===== config.mk =====
export PLATFORM = sky130hd
export DESIGN_NAME = serial_tx
export DESIGN_NICKNAME = d
export VERILOG_FILES = /design/src/rtl/serial_tx.sv
export SDC_FILE = /design/constraint.sdc
export NUM_CORES = 1
export LEC_CHECK = 0
export ABC_AREA = 0
export CAP_MARGIN = 10
export CORE_MARGIN = 3
export CORE_UTILIZATION = 49
export DETAILED_ROUTE_END_ITERATION = 8
export DONT_BUFFER_PORTS = 1
export PLACE_DENSITY_LB_ADDON = 0.08
export SLEW_MARGIN = 10
export SYNTH_ARGS = -nofsm -noshare
export SYNTH_HDL_FRONTEND = slang
export SYNTH_SLANG_ARGS = --single-unit

===== constraint.sdc =====
create_clock -name C -period 2.1 [get_ports C]
set_input_delay 0.42 -clock C [delete_from_list [all_inputs] [get_ports C]]
set_output_delay 0.42 -clock C [all_outputs]
set_load 0.02 [all_outputs]

===== src/rtl/serial_tx.sv =====
`default_nettype none
// ============================================================================
// Module      : serial_tx
// Description : 8-bit parallel-to-serial transmitter, start/data/parity/stop
//               frame, LSB first, valid/ready input handshake.
// Revision    : 1.0 - initial release
// ============================================================================
module serial_tx #(
    parameter int CLKS_PER_BIT = 16,
    parameter int PARITY       = 0
) (
    input  logic       C,
    input  logic       R_N,
    input  logic [7:0] D,
    input  logic       V,
    output logic       RDY,
    output logic       TXD,
    output logic       BUSY
);

    localparam logic [2:0] c_st_idle  = 3'd0;
    localparam logic [2:0] c_st_start = 3'd1;
    localparam logic [2:0] c_st_data  = 3'd2;
    localparam logic [2:0] c_st_par   = 3'd3;
    localparam logic [2:0] c_st_stop  = 3'd4;

    localparam logic [7:0] c_baud_last = 8'(CLKS_PER_BIT - 1);
    localparam logic       c_has_par   = (PARITY != 0);
    localparam logic       c_par_odd   = (PARITY == 2);

    logic [2:0] r_state;
    logic [7:0] r_baud;
    logic [2:0] r_bit;
    logic [7:0] r_shift;
    logic       r_par;
    logic       r_txd;
    logic       r_rdy;
    logic       r_busy;

    logic w_bit_end;
    logic w_par_next;

    assign w_bit_end  = (r_baud == c_baud_last);
    assign w_par_next = r_par ^ r_shift[0];

    // TXD is loaded with the value of the bit about to start, so the line
    // changes exactly on the state/bit boundary.
    always_ff @(posedge C or negedge R_N) begin
        if (!R_N) begin
            r_state <= c_st_idle;
            r_baud  <= 8'd0;
            r_bit   <= 3'd0;
            r_shift <= 8'd0;
            r_par   <= 1'b0;
            r_txd   <= 1'b1;
            r_rdy   <= 1'b1;
            r_busy  <= 1'b0;
        end else begin
            if (r_state != c_st_idle) begin
                r_baud <= w_bit_end ? 8'd0 : r_baud + 8'd1;
            end
            case (r_state)
                c_st_idle: begin
                    if (V) begin
                        r_shift <= D;
                        r_par   <= 1'b0;
                        r_baud  <= 8'd0;
                        r_bit   <= 3'd0;
                        r_txd   <= 1'b0;
                        r_rdy   <= 1'b0;
                        r_busy  <= 1'b1;
                        r_state <= c_st_start;
                    end
                end
                c_st_start: begin
                    if (w_bit_end) begin
                        r_bit   <= 3'd0;
                        r_txd   <= r_shift[0];
                        r_state <= c_st_data;
                    end
                end
                c_st_data: begin
                    if (w_bit_end) begin
                        r_shift <= r_shift >> 1;
                        r_par   <= w_par_next;
                        r_bit   <= r_bit + 3'd1;
                        if (r_bit == 3'd7) begin
                            if (c_has_par) begin
                                r_txd   <= w_par_next ^ c_par_odd;
                                r_state <= c_st_par;
                            end else begin
                                r_txd   <= 1'b1;
                                r_state <= c_st_stop;
                            end
                        end else begin
                            r_txd <= r_shift[1];
                        end
                    end
                end
                c_st_par: begin
                    if (w_bit_end) begin
                        r_txd   <= 1'b1;
                        r_state <= c_st_stop;
                    end
                end
                c_st_stop: begin
                    if (w_bit_end) begin
                        r_txd   <= 1'b1;
                        r_rdy   <= 1'b1;
                        r_busy  <= 1'b0;
                        r_state <= c_st_idle;
                    end
                end
                default: begin
                    r_txd   <= 1'b1;
                    r_rdy   <= 1'b1;
                    r_busy  <= 1'b0;
                    r_state <= c_st_idle;
                end
            endcase
        end
    end

    assign RDY  = r_rdy;
    assign TXD  = r_txd;
    assign BUSY = r_busy;

endmodule
`default_nettype wire


==> flow_metrics.env, run 1 <==
export IMPL_ys_warn_count=0
export IMPL_cts_buffer_depth=2
export IMPL_place_congestion=0.776
export IMPL_numCtsBuffers=3
export IMPL_vias=1002
export IMPL_cp_data_arrival_time_ns=2.00
export IMPL_clkTransAtPathRegs_ns=0.14
export IMPL_yosys_register_bits=25
export IMPL_critPathRequiredTime_ns=2.31
export IMPL_p_leak_uw=0.000615
export IMPL_post_cts_buffers=0
export IMPL_p_per_area_nw_per_um2=485
export IMPL_io_buffers=0
export IMPL_nets=146
export IMPL_hold_violations=0
export IMPL_diodes=0
export IMPL_ant_nets=0
export IMPL_cts_root_buf="clkbuf_4"
export IMPL_cts_resized=0
export IMPL_antenna_found_initial=0
export IMPL_cts_sinks=25
export IMPL_drtIter0Drc=23
export IMPL_layout_min_cycle_time_ns=1.78
export IMPL_cap_viol_max_count=0
export IMPL_synth_area_top_cells="dfrtp_1 41%, o221a_2 5.6%, dfstp_2 3.8%"
export IMPL_status="finished, final reports clean"
export IMPL_die_area_um2=3530
export IMPL_clk_latency_ns=0.31
export IMPL_drt_first_pass_iters=7
export IMPL_initial_utilization_pct=54.0
export IMPL_grt_max_degree=26
export IMPL_async_reset_ff_share_pct=100
export IMPL_vias_per_cell=6.22
export IMPL_crit_family="simple AND/OR/NAND/NOR gates"
export IMPL_hp_class="primary input to register"
export IMPL_crit_path_max_fanout=6
export IMPL_cp_start_kind="register"
export IMPL_netlist_instances=129
export IMPL_yosysMostFrequentCell="dfrtp_1"
export IMPL_synth_seq_area_share_pct=44.9
export IMPL_grt_pass1_wl_um=4590
export IMPL_routedWlPerCell_um=15.6
export IMPL_drc=0
export IMPL_utilization_pct=56.7
export IMPL_rsz0062_at_grt="false"
export IMPL_tightest_slew_ns=0.500
export IMPL_die_w_um=59.4
export IMPL_synthToLayoutAreaGrowth_pct=4.92
export IMPL_yosys_top_cells_count="23 x dfrtp_1, 10 x o21ai_0, 9 x nand2_1"
export IMPL_first_global_vias=991
export IMPL_slew_headroom_pct=66.7
export IMPL_postSynthAreaPerCell_um2=10.8
export IMPL_grt_use_total_pct=17.0
export IMPL_vdd_drop_max_mv=0.323
export IMPL_fillers=237
export IMPL_io_pins=14
export IMPL_hpwlAfterDp_um=1840
export IMPL_drv_slew=0
export IMPL_cts_tree="done"
export IMPL_fmax_mhz=561
export IMPL_syn_area_um2=1400
export IMPL_overflow=0
export IMPL_fp_coreArea_um2=2590
export IMPL_synth_edff_count=0
export IMPL_ctsHoldBuffers=2
export IMPL_path_class="register to register"
export IMPL_fp_dieH_um=59.4
export IMPL_cp_slowest_cell="dfrtp_1"
export IMPL_fin_crit_sh_pct=84.9
export IMPL_max_stage_delay_ns=0.43
export IMPL_synth_ff_type="dfrtp_1"
export IMPL_synth_nets=143
export IMPL_tns_ns=0
export IMPL_yosysUniqueCellTypes=49
export IMPL_worstPathCellList="ha_1 > and4b_1 > nand3_2 > a21oi_4 > mux2_1"
export IMPL_layout_drive_gt1_share_pct=22.1
export IMPL_fp_row_count=18
export IMPL_fin_skew_ns=0.00518
export IMPL_yosysTopAreaCell="dfrtp_1"
export IMPL_setup_violations=0
export IMPL_critical_path_endpoint_type="register"
export IMPL_htree_levels=1
export IMPL_synth_top_area_share_pct=41.1
export IMPL_path_buf_inv=0
export IMPL_wl_um=2510
worst reg2reg max path, delay by kind of cell, from the launching register on:
| family | cells | cell delay (ns) |
|---|---|---|
| AO/OA/AOI/OAI | 1 | 0.21 |
| adder cells (fa/ha/maj) | 1 | 0.21 |
| flip-flops | 1 | 0.43 |
| multiplexers | 1 | 0.34 |
| AND/OR/NAND/NOR | 2 | 0.50 |
cell type report:
cell class              count  area, um2  area share [%]
clock buffers               3       22.5            1.53
well taps                  30       37.5            2.56
repair buffers              4       45.0            3.07
clock inverters             1       5.00           0.341
multi-input cells          97        726            49.4
flip-flops and latches     25        628            42.8
inverters                   1       3.75           0.256
per-stage QoR:
stage	area (um2)	power (uW)	worst slack (ns)	instances	hold slack, ns
3_3_place_gp	1410	493	0.401	155	0.125
5_1_grt	1470	742	0.181	161	0.253
4_1_cts	1470	729	0.304	161	0.246
2_1_floorplan	1400	496	0.496	129	0.124
3_5_place_dp	1410	493	0.337	155	0.125
6_report	1470	712	0.317	161	0.266
flip-flops by register name, indices dropped and copies added (netlist names):
name	count
TXD	1
r_state	3
BUSY	1
RDY	1
r_baud	8
r_shift	8
r_bit	3
final timing paths:
kind,startpoint,endpoint,slack (ns),cells past startpoint
setup / recovery,r_baud[0]$_DFF_PN0_,r_bit[1]$_DFFE_PN0P_,0.32,5
hold / removal,V,r_baud[1]$_DFF_PN0_,0.27,2
setup reg to reg,r_baud[0]$_DFF_PN0_,r_bit[1]$_DFFE_PN0P_,0.32,5
hold reg to reg,r_bit[2]$_DFFE_PN0P_,r_bit[2]$_DFFE_PN0P_,0.51,1
max in group asynchronous,R_N,TXD$_DFFE_PN1P_,1.36,2
min in group asynchronous,R_N,r_baud[4]$_DFF_PN0_,0.52,2
placed cells by master (no fill, tap or decap), types with 2 or more instances in the layout:
master	synthesis	layout
dfrtp_1	23	23
o21ai_0	10	10
nand2_1	9	9
o221a_2	7	7
nand3_1	5	5
nor2_1	5	5
a21oi_1	5	5
or2b_1	4	4
and3_1	3	3
nand3b_1	3	3
and2_1	3	3
nand2b_1	3	3
mux2_1	3	3
ha_1	3	3
clkbuf_4	0	3
dfstp_2	2	2
a31oi_1	2	2
o41ai_1	2	2
nor3_1	2	2
nor2b_1	2	2
nand3_2	2	2
buf_4	3	2
cells by family after synthesis:
| family | Yosys count | share of synthesized area (%) |
|---|---|---|
| AO/OA/AOI/OAI | 36 | 19.9 |
| XOR/XNOR | 3 | 2.42 |
| adder cells (fa/ha/maj) | 3 | 2.68 |
| buffers and inverters | 7 | 3.22 |
| flip-flops | 25 | 44.9 |
| multiplexers | 3 | 2.41 |
| AND/OR/NAND/NOR | 52 | 24.4 |
power by group:
part / internal [uW] / switching [uW]
Sequential: 482 / 0
Clock: 71.2 / 142
Combinational: 7.23 / 9.95
Total: 560 / 152
layer usage:
metal	vias to the layer above	track usage [%]	wire length (um)
met4	0	6.80	14
met5	-	0	0
met3	2	2.40	108
met1	498	24.3	1250
li1	480	-	-
met2	22	25.6	1140
Note: power is estimated with default switching activity, not from simulation.
==> run 2, diff against run 1 <==
==> constraint.sdc (replaced) <==
create_clock -name C -period 1.5 [get_ports C]
set_input_delay 0.3 -clock C [delete_from_list [all_inputs] [get_ports C]]
set_output_delay 0.3 -clock C [all_outputs]
set_load 0.02 [all_outputs]
==> flow_metrics.env, run 2 (synthesized netlist as in run 1, its figures left out) <==
export IMPL_grt_max_degree=26
export IMPL_routedWlPerCell_um=16.6
export IMPL_cts_tree="done"
export IMPL_layout_drive_gt1_share_pct=49.1
export IMPL_cp_endpoint="r_shift[5]$_DFFE_PN0P_"
export IMPL_fmax_mhz=624
export IMPL_grt_use_total_pct=20.1
export IMPL_utilization_pct=72.5
export IMPL_synthToLayoutAreaGrowth_pct=34.3
export IMPL_fin_skew_ns=0.0110
export IMPL_wl_um=3240
export IMPL_crit_family="simple AND/OR/NAND/NOR gates"
export IMPL_critical_path_endpoint_type="register"
export IMPL_critPathRequiredTime_ns=1.73
export IMPL_fp_coreArea_um2=2590
export IMPL_slew_headroom_pct=77.0
export IMPL_initial_utilization_pct=54.0
export IMPL_first_global_vias=1193
export IMPL_die_area_um2=3530
export IMPL_cp_data_arrival_time_ns=1.83
export IMPL_vias=1153
export IMPL_worstPathCellList="ha_2 > and4b_2 > buf_4 > nand3_4 > nand2b_4 > o221a_2"
export IMPL_cp_slowest_cell="dfrtp_1"
export IMPL_drtIter0Drc=47
export IMPL_clk_latency_ns=0.32
export IMPL_diodes=0
export IMPL_status="finished with violations"
export IMPL_io_pins=14
export IMPL_reg2reg_to="r_shift[5]$_DFFE_PN0P_"
export IMPL_cp_start_kind="register"
export IMPL_violations="setup timing"
export IMPL_clkTransAtPathRegs_ns=0.15
export IMPL_cp_num_cells=6
export IMPL_fin_crit_sh_pct=107
export IMPL_grt_pass1_wl_um=5340
export IMPL_setup_violations=13
export IMPL_cts_root_buf="clkbuf_4"
export IMPL_reg_top3="r_baud (8), r_shift (8)"
export IMPL_cap_viol_max_count=0
export IMPL_reg2reg_from="r_baud[1]$_DFF_PN0_"
export IMPL_layout_setup_ws_ns=-0.102
export IMPL_hpwlAfterDp_um=2270
export IMPL_nets=180
export IMPL_crit_path_max_fanout=8
export IMPL_cp_startpoint="r_baud[1]$_DFF_PN0_"
export IMPL_drc=0
export IMPL_r2r_slack_ns=-0.10
export IMPL_cts_sinks=25
export IMPL_overflow=0
export IMPL_path_class="register to register"
export IMPL_drt_first_pass_iters=4
export IMPL_antenna_found_initial=0
export IMPL_p_leak_uw=0.000810
export IMPL_fp_row_count=18
export IMPL_drv_slew=0
export IMPL_layout_min_cycle_time_ns=1.60
export IMPL_vias_per_cell=5.91
export IMPL_vdd_drop_max_mv=0.446
export IMPL_final_common_cell="buf_4"
export IMPL_fp_dieH_um=59.4
export IMPL_hold_violations=0
export IMPL_io_buffers=0
export IMPL_numCtsBuffers=3
export IMPL_path_buf_inv=1
export IMPL_placed_cell_area_um2=1630
export IMPL_place_congestion=0.817
export IMPL_layout_common_cells="34 x buf_4, 22 x dfrtp_1, 8 x nand2_1, 6 x o21ai_0"
export IMPL_max_stage_delay_ns=0.41
export IMPL_hp_class="primary input to register"
export IMPL_final_area_um2=1880
export IMPL_htree_levels=1
export IMPL_cts_buffer_depth=2
export IMPL_p_total_uw=1010
export IMPL_numPlacedInstances=181
export IMPL_die_w_um=59.4
export IMPL_fin_cells=195
export IMPL_ant_nets=0
export IMPL_rsz0062_at_grt="true"
export IMPL_reg2reg_depth=6
export IMPL_p_per_area_nw_per_um2=535
export IMPL_tightest_slew_ns=0.344
## run 2: cell count changes in the layout (fill, tap and decap cells not counted), moves of 2 or more
cell and change:
o221a_2 -2, mux2_4 +3, nand3_4 +2, o21ai_1 +3
buf_4 +32, mux2_1 -3, o221a_4 +2, ha_1 -3
nand3_2 -2, o21ai_0 -4, o41ai_1 -2, ha_2 +2
## run 2: what timing repair did
action                     in CTS  in global routing
cloned                          0                  0
setup endpoints to repair      20                 21
gates resized for setup        13                 14
pin swaps                       5                  6
setup buffers                   1                  7
hold endpoints to repair       25                  0
hold buffers                    2                  0
## run 2: layer usage
layer  track usage [%]  vias up  part of all wire [%]
met2              33.1       24                    51
li1                  -      556                     -
met1              25.7      565                    43
met3              2.61        8                   3.3
met5                 0        -                     0
met4              10.0        0                   2.2
## run 2: layout make-up
class	instances	area, um2
Inverter	1	3.75
Sequential cell	25	629
Clock inverter	1	5.00
Timing Repair Buffer	38	302
Clock buffer	3	22.5
Tap cell	30	37.5
Multi-Input combinational cell	97	878
Fill cell	195	712
## run 2: worst reg2reg max path: cells and delay by family (launching register included)
| family | cells | cell delay [ns] |
|---|---|---|
| AO/OA/AOI/OAI | 1 | 0.25 |
| adder cells (fa/ha/maj) | 1 | 0.19 |
| buffers and inverters | 1 | 0.16 |
| flip-flops | 1 | 0.41 |
| AND/OR/NAND/NOR | 3 | 0.51 |
## run 2: through the flow
step	hold slack [ns]	setup slack [ns]	TNS [ns]
3_5_place_dp	0.00505	-0.148	-1.39
2_1_floorplan	0.00441	-0.0761	-0.235
6_report	0.136	-0.102	-0.982
3_3_place_gp	0.00502	-0.0704	-0.347
4_1_cts	0.132	-0.0721	-0.321
5_1_grt	0.147	-0.161	-1.99
## run 2: report_power, final
group          internal [uW]  switching (uW)  leakage [uW]
clock                   99.7             206     0.0000177
sequential               674               0      0.000331
combinational           10.1            14.6      0.000462
total                    784             221      0.000810
## run 2: worst min path at each step
stage	start	endpoint	slack, ns	depth (start not counted)
floorplan	R_N	BUSY$_DFFE_PN0P_	0.004	0
global placement	R_N	r_baud[6]$_DFF_PN0_	0.005	0
detailed placement	R_N	r_baud[6]$_DFF_PN0_	0.005	0
CTS	V	r_baud[1]$_DFF_PN0_	0.13	2
global route	V	r_baud[0]$_DFF_PN0_	0.15	3
finish	V	r_baud[1]$_DFF_PN0_	0.14	2
